[config.mk]
export PLATFORM = sky130hd
export DESIGN_NAME = instr_sequencer
export DESIGN_NICKNAME = d
export VERILOG_FILES = /design/src/rtl/instr_sequencer.sv
export SDC_FILE = /design/constraint.sdc
export NUM_CORES = 1
export LEC_CHECK = 0
export ABC_AREA = 1
export BUFFER_PORTS_ARGS = -buffer_cell sky130_fd_sc_hd__buf_2
export CORE_MARGIN = 2
export CORE_UTILIZATION = 30
export CTS_CLUSTER_SIZE = 10
export DETAILED_ROUTE_END_ITERATION = 6
export GPL_ROUTABILITY_DRIVEN = 0
export PLACE_DENSITY_LB_ADDON = 0.3
export SETUP_SLACK_MARGIN = 0.2
export SLEW_MARGIN = 20
export SYNTH_ARGS = -nofsm -noshare
export SYNTH_HDL_FRONTEND = slang
export SYNTH_SLANG_ARGS = --single-unit
[constraint.sdc]
create_clock -name clk -period 2.4 [get_ports clk]
set_input_delay 0.24 -clock clk [delete_from_list [all_inputs] [get_ports clk]]
set_output_delay 0.24 -clock clk [all_outputs]
set_load 0.005 [all_outputs]
[src/rtl/instr_sequencer.sv]
// rtl/instr_sequencer.sv - clocked req/done control sequencer for the processor datapath
//
// Purpose:
//   Steps each instruction through FETCH, READ, EXEC, WB1, WB2 and NEXT using
//   req/done handshakes. The block owns the program counter, the latched
//   instruction word and a retired-instruction counter. A per-stage watchdog
//   sends the FSM to a sticky ERROR state if a done never arrives.
//
// Ports:
//   clk, reset            clock and synchronous active-high reset
//   start                 level; begins execution at pc 0 when idle
//   fetch_req/fetch_done  instruction memory handshake; instr_in is the word
//   read_req/read_done    operand read handshake
//   alu_req/alu_done      ALU handshake
//   wr1_req/wr1_done      write-back of result 1 (address instr[20:17])
//   wr2_req/wr2_done      write-back of result 2 (address instr[16:13])
//   pc, instr             program counter and latched instruction word
//   busy, halted, error   status flags
//   retired               completed-instruction count (wraps)

module instr_sequencer #(
  parameter int INS_SIZE  = 32,
  parameter int COUNTSIZE = 8,
  parameter int TIMEOUT   = 16,
  parameter int RET_SIZE  = 16
) (
  input  logic                 clk,
  input  logic                 reset,
  input  logic                 start,
  output logic                 fetch_req,
  input  logic                 fetch_done,
  input  logic [INS_SIZE-1:0]  instr_in,
  output logic                 read_req,
  input  logic                 read_done,
  output logic                 alu_req,
  input  logic                 alu_done,
  output logic                 wr1_req,
  input  logic                 wr1_done,
  output logic                 wr2_req,
  input  logic                 wr2_done,
  output logic [COUNTSIZE-1:0] pc,
  output logic [INS_SIZE-1:0]  instr,
  output logic                 busy,
  output logic                 halted,
  output logic                 error,
  output logic [RET_SIZE-1:0]  retired
);

  typedef enum logic [3:0] {
    S_IDLE,
    S_FETCH,
    S_READ,
    S_EXEC,
    S_WB1,
    S_WB2,
    S_NEXT,
    S_HALT,
    S_ERROR
  } state_t;

  localparam int WD_W = $clog2(TIMEOUT) + 1;
  localparam logic [WD_W-1:0] WD_LIMIT = WD_W'(TIMEOUT - 1);

  state_t               state_q, state_d;
  logic [COUNTSIZE-1:0] pc_q, pc_d;
  logic [INS_SIZE-1:0]  instr_q, instr_d;
  logic [RET_SIZE-1:0]  retired_q, retired_d;
  logic [WD_W-1:0]      wd_q, wd_d;
  logic                 fetch_req_q, fetch_req_d;
  logic                 read_req_q, read_req_d;
  logic                 alu_req_q, alu_req_d;
  logic                 wr1_req_q, wr1_req_d;
  logic                 wr2_req_q, wr2_req_d;
  logic                 busy_q, busy_d;
  logic                 halted_q, halted_d;
  logic                 error_q, error_d;

  logic                 in_stage;
  logic                 stage_done;
  logic [COUNTSIZE-1:0] pc_inc;

  always_comb begin
    state_d    = state_q;
    pc_d       = pc_q;
    instr_d    = instr_q;
    retired_d  = retired_q;
    wd_d       = wd_q;
    in_stage   = 1'b0;
    stage_done = 1'b0;
    pc_inc     = pc_q + COUNTSIZE'(1);

    // Only the done belonging to the current stage is observed.
    case (state_q)
      S_FETCH: begin in_stage = 1'b1; stage_done = fetch_done; end
      S_READ:  begin in_stage = 1'b1; stage_done = read_done;  end
      S_EXEC:  begin in_stage = 1'b1; stage_done = alu_done;   end
      S_WB1:   begin in_stage = 1'b1; stage_done = wr1_done;   end
      S_WB2:   begin in_stage = 1'b1; stage_done = wr2_done;   end
      default: begin in_stage = 1'b0; stage_done = 1'b0;       end
    endcase

    case (state_q)
      S_IDLE: begin
        if (start) state_d = S_FETCH;
      end
      S_FETCH: begin
        if (fetch_done) begin
          instr_d = instr_in;
          // Opcode 000 is a NOP: skip the datapath stages entirely.
          state_d = (instr_in[31:29] == 3'b000) ? S_NEXT : S_READ;
        end
      end
      S_READ: if (read_done) state_d = S_EXEC;
      S_EXEC: if (alu_done)  state_d = S_WB1;
      S_WB1:  if (wr1_done)  state_d = S_WB2;
      S_WB2:  if (wr2_done)  state_d = S_NEXT;
      S_NEXT: begin
        retired_d = retired_q + RET_SIZE'(1);
        state_d   = S_FETCH;
        case (instr_q[12:11])
          2'b00: pc_d = pc_inc;
          2'b01: pc_d = instr_q[10] ? pc_inc + COUNTSIZE'(instr_q[9:7]) : pc_inc;
          2'b10: pc_d = instr_q[6] ? COUNTSIZE'(instr_q[5:0]) : pc_inc;
          default: state_d = S_HALT;
        endcase
      end
      default: ;  // HALT and ERROR hold until reset
    endcase

    // A done on the same edge as the limit compare wins, because the
    // watchdog is only consulted while the stage's done is low.
    if (in_stage && !stage_done) begin
      if (wd_q == WD_LIMIT) state_d = S_ERROR;
      else                  wd_d    = wd_q + WD_W'(1);
    end

    if (state_d != state_q) wd_d = '0;

    fetch_req_d = (state_d == S_FETCH);
    read_req_d  = (state_d == S_READ);
    alu_req_d   = (state_d == S_EXEC);
    wr1_req_d   = (state_d == S_WB1);
    wr2_req_d   = (state_d == S_WB2);
    halted_d    = (state_d == S_HALT);
    error_d     = (state_d == S_ERROR);
    busy_d      = !((state_d == S_IDLE) || (state_d == S_HALT) || (state_d == S_ERROR));
  end

  always_ff @(posedge clk) begin
    if (reset) begin
      state_q     <= S_IDLE;
      pc_q        <= '0;
      instr_q     <= '0;
      retired_q   <= '0;
      wd_q        <= '0;
      fetch_req_q <= 1'b0;
      read_req_q  <= 1'b0;
      alu_req_q   <= 1'b0;
      wr1_req_q   <= 1'b0;
      wr2_req_q   <= 1'b0;
      busy_q      <= 1'b0;
      halted_q    <= 1'b0;
      error_q     <= 1'b0;
    end else begin
      state_q     <= state_d;
      pc_q        <= pc_d;
      instr_q     <= instr_d;
      retired_q   <= retired_d;
      wd_q        <= wd_d;
      fetch_req_q <= fetch_req_d;
      read_req_q  <= read_req_d;
      alu_req_q   <= alu_req_d;
      wr1_req_q   <= wr1_req_d;
      wr2_req_q   <= wr2_req_d;
      busy_q      <= busy_d;
      halted_q    <= halted_d;
      error_q     <= error_d;
    end
  end

  assign fetch_req = fetch_req_q;
  assign read_req  = read_req_q;
  assign alu_req   = alu_req_q;
  assign wr1_req   = wr1_req_q;
  assign wr2_req   = wr2_req_q;
  assign pc        = pc_q;
  assign instr     = instr_q;
  assign retired   = retired_q;
  assign busy      = busy_q;
  assign halted    = halted_q;
  assign error     = error_q;

endmodule

==> results.txt, run 1 <==
- The run finished with clean final reports.
* Antenna violation net count after detailed routing: 0
- In the final routed layout, each cell accounts on average for 12.6 um.
- In this run the worst setup path begins at pc[0].
- By startpoint and endpoint, the worst setup path is classified as reg2reg.
* Kind of end point of the critical path: flip-flop
* Most instantiated library cell after synthesis: nand2_1
- Time the worst path needs with I/O delays and setup: 2.04 ns
- Max-capacitance violation count: 0
* Power Density: 672 mW/mm^2
- The area growth from synthesis to layout is 26.4%.
- Die area: 0.0131 mm^2
* Sum Neg Setup Slack: 0 ns
- STA classifies the critical path startpoint as a flip-flop.
* Maximum number of pins on one net before global-route repair: 36
- Headroom to the max-slew limit came out at 70.3%.
- In this run the most critical hold path is launched from instr_in[3].
- Class of the most critical hold timing path: in2reg
- Mean Syn Cell Area: 7.20 um^2
- Area used by sequential logic in the layout: 0.00146 mm^2
- The number of antenna violations at the first check in global routing came to 0.
* CTS buffer count: 9
- Max H-tree Level: 3
- Post-Syn Nets: 561
* Global route total overflow: 0
* Initial core utilization: 30.7%
- Pleak: 0.00223 uW
* Global-route usage over all layers: 15.0%
- For this run, design rule violations remaining after detail routing come to 0.
- Clock transition at the registers of the reported paths: 0.06 ns
* Number of optimization iterations in the first detailed-route pass: 4
- Of the synthesized area, sequential elements account for 39.8%.
- Maximum net fanout on the critical path: 9
- Half-perimeter wire length after placement: 7.22 mm
- For the worst-skew pair, the clock arrives at the later sink with an insertion delay of 0.34 ns.
- Clock tree from TritonCTS: yes
- After detailed routing, the number of vias per cell comes to 4.75.
- Counting flops and latches in the post-synthesis netlist gives 73.
* Achievable frequency: 491 MHz
- Wire length of the first global-routing pass: 15.5 mm
- Ys flop type: dfxtp_1
- At the worst endpoint, the arrival time is 2.31 ns.
- Port buffering added 103 buffers.
- After floorplanning, the core was sized to cover 0.0120 mm^2.
- Number of nets at the end of the flow: 665
* Share of the synthesized area in the top cell type: 39.8%
- Number of setup violations in the final report: 0
- In the finished design, the share of the clock period the worst path needs comes to 84.9%.
- Root Buffer Master: clkbuf_16
* Gate count of the mapped netlist: 510
- Across the routed clock network, the largest skew measured is 0.00759 ns.
* Number of enable flip-flop cells after synthesis: 0
- For this run, the number of Yosys warnings is 0.
- Distinct cells, synth: 40
- Routed wire length: 9.68 mm
- Initial detailed-routing violation count: 211
* Top area cells in the synthesized netlist: dfxtp_1 (40%), nand2_1 (9.2%), nor2_1 (8.5%)
- Finished Core Util: 38.8%
- Count of pins over their slew limit: 0
- Summed instance area of the synthesized netlist: 0.00367 mm^2
- The routed layout has 3639 vias.
* Die width: 115 um
* Cell taking the most area after synthesis: dfxtp_1
- Number of buffers inserted by post-CTS setup repair: 0
- Max Root-Sink Buffers: 2
* Pin slew with the least headroom to its limit: 0.446 ns
- Data on the critical path is required at its endpoint by 2.67 ns.
* Number of diodes: 0
- During I/O placement, the number of pins put on the boundary was 104.
- Fill cells in the final layout number 1250.
* Via count of the first global-routing pass: 3269
- Number of failing hold endpoints at the final stage: 0
- In the final layout, the share of cells above drive strength 1 is 25.7%.
* Overall power consumption: 3120 uW
- Of all flip-flops after synthesis, the portion carrying an async set or reset was 0%.
- VDD IR max: 324 uV
- In the synthesized netlist, the cells that appear most often are nand2_1 (90), nor2_1 (83), dfxtp_1 (73).
* Vert. Die Dim: 115 um
- Count of standard-cell rows: 40
- Unrepaired setup endpoints after global routing: no
- In this run the critical register-to-register path is launched from pc[0].
- Clock Sinks: 73
- Total area of multi-input combinational cells: 0.00191 mm^2
## through the flow
stage	worst slack (ns)	hold slack (ns)	std cells	area, um^2
after floorplan	0.459	0.388	510	3670
after global placement	0.322	0.457	750	4330
after detailed placement	0.226	0.465	750	4330
after CTS	0.252	0.143	766	4630
after global routing	0.222	0.156	766	4640
final	0.362	0.154	766	4640
## layout make-up
| cell class | instances | share of cell area [%] |
|---|---|---|
| flip-flops and latches | 73 | 31.5 |
| clock buffers | 13 | 5.39 |
| well taps | 147 | 3.96 |
| inverters | 65 | 5.26 |
| multi-input cells | 357 | 41.1 |
| clock inverters | 3 | 0.863 |
| repair buffers | 108 | 11.9 |
## flip-flops by register name (all words and copies together), names as in the netlist
| register | count |
|---|---|
| retired | 16 |
| alu_req | 1 |
| wr2_req | 1 |
| wd_q | 5 |
| state_q | 4 |
| fetch_req | 1 |
| read_req | 1 |
| pc | 8 |
| error | 1 |
| instr | 32 |
| wr1_req | 1 |
| busy | 1 |
| halted | 1 |
## timing repair
item / 4_1_cts / 5_1_grt
endpoints found under the hold margin: 0 / 0
hold buffers: 0 / 0
setup endpoints to repair: 1 / 4
resized for setup: 2 / 4
## metal layers
layer	GRT usage (%)	vias up	wire (um)
met3	3.39	11	427
met1	19.4	1669	4540
li1	-	1866	-
met4	6.10	0	159
met5	0	-	0
met2	24.1	93	4550
## critical path: stages (launching register included)
cell and delay (ns):
dfxtp_2 0.37, ha_4 0.19, xor2_1 0.16, ha_1 0.35, nand3_1 0.10, nand3_1 0.12
nand3_1 0.12, nor2_2 0.14, nand4_1 0.11, a21oi_1 0.14, nand2_1 0.06, a21oi_1 0.10
## power breakdown
group	switching [uW]	internal (uW)	total (uW)
logic	276	178	454
clock network	501	830	1330
registers	53.1	1280	1330
## logic make-up (layout without fill, tap and decap cells)
| group | Yosys count | in the layout | synth area share [%] |
|---|---|---|---|
| xor gates and xnor gates | 7 | 7 | 1.67 |
| buffers and inverters | 80 | 189 | 8.66 |
| DFF | 73 | 73 | 39.8 |
| AOI/OAI and AO/OA | 94 | 94 | 14.0 |
| adders and majority gates | 11 | 11 | 3.95 |
| and+or+nand+nor | 245 | 245 | 31.9 |
## final timing paths
| kind | endpoint | depth (start not counted) | slack, ns |
|---|---|---|---|
| max | pc[7] | 11 | 0.36 |
| min | instr[3] | 3 | 0.15 |
| max reg2reg | pc[7] | 11 | 0.36 |
| min reg2reg | retired[15] | 2 | 0.47 |
## cell usage in the layout, fill, tap and decap left out, types with 8 or more instances in the layout
cell | Yosys | final
nand2_1 | 90 | 90
nor2_1 | 83 | 82
clkbuf_16 | 0 | 9
ha_1 | 10 | 9
o21ai_0 | 50 | 49
nand3_1 | 28 | 28
nand4_1 | 8 | 8
inv_1 | 58 | 58
dfxtp_1 | 73 | 71
a21oi_1 | 28 | 28
buf_2 | 2 | 103
No activity file was read; power rests on OpenSTA's default activity.
==> run 2, diff against run 1 <==
--- a/config.mk
+++ b/config.mk
@@ -5,7 +5,7 @@
 export SDC_FILE = /design/constraint.sdc
 export NUM_CORES = 1
 export LEC_CHECK = 0
-export ABC_AREA = 1
+export ABC_AREA = 0
 export BUFFER_PORTS_ARGS = -buffer_cell sky130_fd_sc_hd__buf_2
 export CORE_MARGIN = 2
 export CORE_UTILIZATION = 30
==> constraint.sdc (replaced) <==
create_clock -name clk -period 2.1 [get_ports clk]
set_input_delay 0.21 -clock clk [delete_from_list [all_inputs] [get_ports clk]]
set_output_delay 0.21 -clock clk [all_outputs]
set_load 0.005 [all_outputs]
==> run 2 against run 1 <==
The flow now finishes with violations (design-rule violations, negative setup slack). Hold slack worse by 0.045 ns. Fmax is 5.1% lower. Final area is 9.2% higher. Worst setup slack worse by 0.41 ns. Largest power group is now clock. Sequential power is 12% higher. Highest routed layer unchanged. Critical path depth is 3 lower. Synthesized area is 2.7% lower. Register-to-register slack worse by 0.41 ns.
==> results.txt, run 2 <==
- Number of filler cells placed in the layout: 1141 (was 1250)
- The most common cell in the netlist is nand2_1 (unchanged).
- Most frequent cells after synthesis: nand2_1 (80), dfxtp_1 (73), a21oi_1 (43) (was nand2_1 (90), nor2_1 (83), dfxtp_1 (73))
- CP Buf/Inv Count: 0 (unchanged)
* Number of failing hold endpoints at the final stage: 0 (unchanged)
- Class of the most critical hold timing path: in2reg (unchanged)
- Achievable frequency: 466 MHz (was 491 MHz)
- CTS buffer count: 9 (unchanged)
* Routed wire length: 10.4 mm (was 9.68 mm)
- Initial antenna violation count: 0 (unchanged)
- Post-Syn Nets: 481 (was 561)
- Max-capacitance violation count: 0 (unchanged)
* Routed via count: 3529 (was 3639)
* Slowest stage delay, CP: 0.44 ns (was 0.37 ns)
* DR DRC count: 3 (was 0)
* Summed instance area of the synthesized netlist: 0.00357 mm^2 (was 0.00367 mm^2)
- Average routed wire per standard cell: 14.8 um (was 12.6 um)
- Top area cells in the synthesized netlist: dfxtp_1 (41%), nand2_1 (8.4%), a21oi_1 (6.0%) (was dfxtp_1 (40%), nand2_1 (9.2%), nor2_1 (8.5%))
- The die area was 0.0128 mm^2 (was 0.0131 mm^2).
- Clock tree from TritonCTS: yes (unchanged)
- The maximum clock skew at final layout was 0.00436 ns (was 0.00759 ns).
* Die width: 113 um (was 115 um)
- The synthesized instance count was 430 (was 510).
- The post-detailed-placement half-perimeter wirelength came to 6.92 mm (was 7.22 mm).
- Via count of the first global-routing pass: 3400 (was 3269)
* Element type at the critical path start: flip-flop (unchanged)
- Share of the synthesized area in the top cell type: 40.9% (was 39.8%)
* List of cells traversed by the critical path: ha_4 -> xor2_2 -> ha_4 -> a21oi_2 -> nor4_2 -> nand3_1 -> or4_4 -> a311oi_2 (was ha_4 -> xor2_1 -> ha_1 -> nand3_1 -> nand3_1 -> nand3_1 -> nor2_2 -> nand4_1 -> a21oi_1 -> nand2_1 -> a21oi_1)
- Number of optimization iterations in the first detailed-route pass: 6 (was 4)
- The final-report setup violation count came to 2 (was 0).
* Initial detailed-routing violation count: 245 (was 211)
* Power Density: 786 mW/mm^2 (was 672 mW/mm^2)
* Time the worst path needs with I/O delays and setup: 2.15 ns (was 2.04 ns)
* Slowest CP cell: or4_4 (was dfxtp_2)
- Port buffer count: 103 (unchanged)
* Instance area after placement: 0.00437 mm^2 (was 0.00433 mm^2)
- Initial core utilization: 31.0% (was 30.7%)
* Global-route usage over all layers: 15.7% (was 15.0%)
- The top-level I/O count is 104 (unchanged).
- The net total in the final layout came to 607 (was 665).
- The critical setup path kind was reg2reg (unchanged).
- The top cell family by delay on the critical path is simple AND/OR/NAND/NOR gates (unchanged).
- The setup slack at placement is -0.0801 ns (was 0.226 ns).
- The area occupied by multi-input gates came to 0.00214 mm^2 (was 0.00191 mm^2).
- Placeable Area: 0.0115 mm^2 (was 0.0120 mm^2)
* Max-slew headroom at the worst pin: 71.0% (was 70.3%)
- The die outline height was 113 um (was 115 um).
- Share of the yosys chip area belonging to registers: 40.9% (was 39.8%)
- Clock Sinks: 73 (unchanged)
- Max H-tree Level: 3 (unchanged)
* Number of enable flip-flop cells after synthesis: 0 (unchanged)
* Post-synthesis register bit count: 73 (unchanged)
- The number of buffers on the longest clock path is 2 (unchanged).
- The final reports fail on design-rule violations, negative setup slack.
- The final core utilization was 44.0% (was 38.8%).
- Status: finished, violations left (was finished, final reports clean)
- Total number of yosys warnings: 0 (unchanged)
- Maximum net fanout on the critical path: 3 (was 9)
- The dominant register cell in the synthesized netlist is dfxtp_1 (unchanged).
- VDD IR max: 361 uV (was 324 uV)
- Endpoint required time on the critical path: 2.35 ns (was 2.67 ns)
- Top cell by count, worst path: ha_4 (was nand3_1)
- Count of standard-cell rows: 39 (was 40)
* Source-to-sink clock delay at the later pin of the worst-skew pair: 0.34 ns (about the same)
* Detailed-route vias per instance: 5.01 (was 4.75)
- Commonest cells after routing, fill and taps aside: buf_2 (105), nand2_1 (80), dfxtp_1 (64), a21oi_1 (39), buf_4 (34) (was buf_2 (103), nand2_1 (90), nor2_1 (82), dfxtp_1 (71), inv_1 (58)).
* Area growth from synthesis to layout: 41.9% (was 26.4%)
- Synth async-reset ratio: 0% (unchanged)
- Max FFs per register: 32 (unchanged)
- Number of diodes: 0 (unchanged)
- The mean area per synthesized cell came to 8.31 um^2 (was 7.20 um^2).
* Data arrival at the endpoint of the critical path: 2.40 ns (was 2.31 ns)
* Worst Setup Slack, final: -0.0471 ns (was 0.362 ns)
* Area used by sequential logic in the layout: 0.00148 mm^2 (was 0.00146 mm^2)
- The post-route fraction of the period consumed by the critical path came to 102% (was 84.9%).
- The most common library cell in the layout ignoring fill and taps is buf_2 (unchanged).
- The count of cell types in the netlist came to 62 (was 40).
* Count of pins over their slew limit: 0 (unchanged)
* Root Buffer Master: clkbuf_16 (unchanged)
- The maximum number of pins on one net before global-route repair came to 49 (was 36).
- The clock-pin slew of the registers on the worst-case setup and hold paths was 0.06 ns (about the same).
- Unrepaired setup endpoints after global routing: yes (was no)
* Global route total overflow: 0 (unchanged)
- Pleak: 0.00212 uW (was 0.00223 uW)
* Cell area after layout: 0.00507 mm^2 (was 0.00464 mm^2)
- Kind of end point of the critical path: flip-flop (unchanged)
- The cell type with the largest total area after synthesis was dfxtp_1 (unchanged).
* Antenna violation net count after detailed routing: 0 (unchanged)
- The slew at the pin closest to its max-slew limit was 0.436 ns (was 0.446 ns).
- Wire length of the first global-routing pass: 16.2 mm (was 15.5 mm)
* Fraction of layout instances using a drive strength above 1: 38.3% (was 25.7%)
[run 2: area by class of cell]
class / instances / share of cell area, %
well taps: 143 / 3.53
repair buffers: 143 / 16.6
inverters: 14 / 1.04
multi-input cells: 315 / 42.2
clock inverters: 6 / 2.72
flip-flops and latches: 73 / 29.2
clock buffers: 10 / 4.71
[run 2: cells by family (layout without fill, tap and decap cells)]
logic type	count (synthesis)	in the layout	synth area share (%)
AO/OA/AOI/OAI	92	92	18.2
XOR/XNOR	23	23	5.64
adder cells (fa/ha/maj)	11	11	4.06
buffers and inverters	42	173	4.87
flip-flops	73	73	40.9
multiplexers	3	3	0.841
AND/OR/NAND/NOR	186	186	25.5
[run 2: report_power, final]
part	total, uW	internal [uW]	leakage (uW)	switching (uW)
Sequential	1490	1450	0.000596	45.7
Clock	1940	1320	0.000183	621
Combinational	551	247	0.00134	304
Total	3980	3010	0.00212	970
[run 2: metal layers]
metal,vias up,GRT usage [%],part of all wire [%]
met2,90,25.3,47
met5,-,0,0
met3,15,3.64,5.2
met1,1668,20.5,46
li1,1756,-,-
met4,0,5.53,1.7
[run 2: worst paths after layout]
| path | startpoint | end | slack, ns | cells after the start |
|---|---|---|---|---|
| max | pc[0] | pc[6] | -0.05 | 8 |
| min | instr_in[19] | instr[19] | 0.11 | 3 |
| max reg2reg | pc[0] | pc[6] | -0.05 | 8 |
| min reg2reg | instr[24] | instr[24] | 0.45 | 2 |
[run 2: what timing repair did]
item                       CTS  global route
setup endpoints to repair   19            32
hold buffers                 0             0
gates resized for setup     19            34
pin swaps                    6            14
hold endpoints to repair     0             0
setup buffers                6             8
gates cloned                 0             2
[run 2: worst reg2reg max path, stage by stage (launching register included)]
cell	delay [ns]
dfxtp_2	0.34
ha_4	0.16
xor2_2	0.16
ha_4	0.29
a21oi_2	0.06
nor4_2	0.20
nand3_1	0.17
or4_4	0.44
a311oi_2	0.25
[run 2: metrics by stage]
stage          setup TNS (ns)  total power [uW]  hold slack, ns  cells
6_report              -0.0597              3980           0.109    704
5_1_grt                -0.255              4140           0.101    704
4_1_cts                     0              3990          0.0931    694
3_5_place_dp          -0.0848              1990           0.443    672
3_3_place_gp                0              1980           0.438    672
2_1_floorplan               0              1800           0.346    430
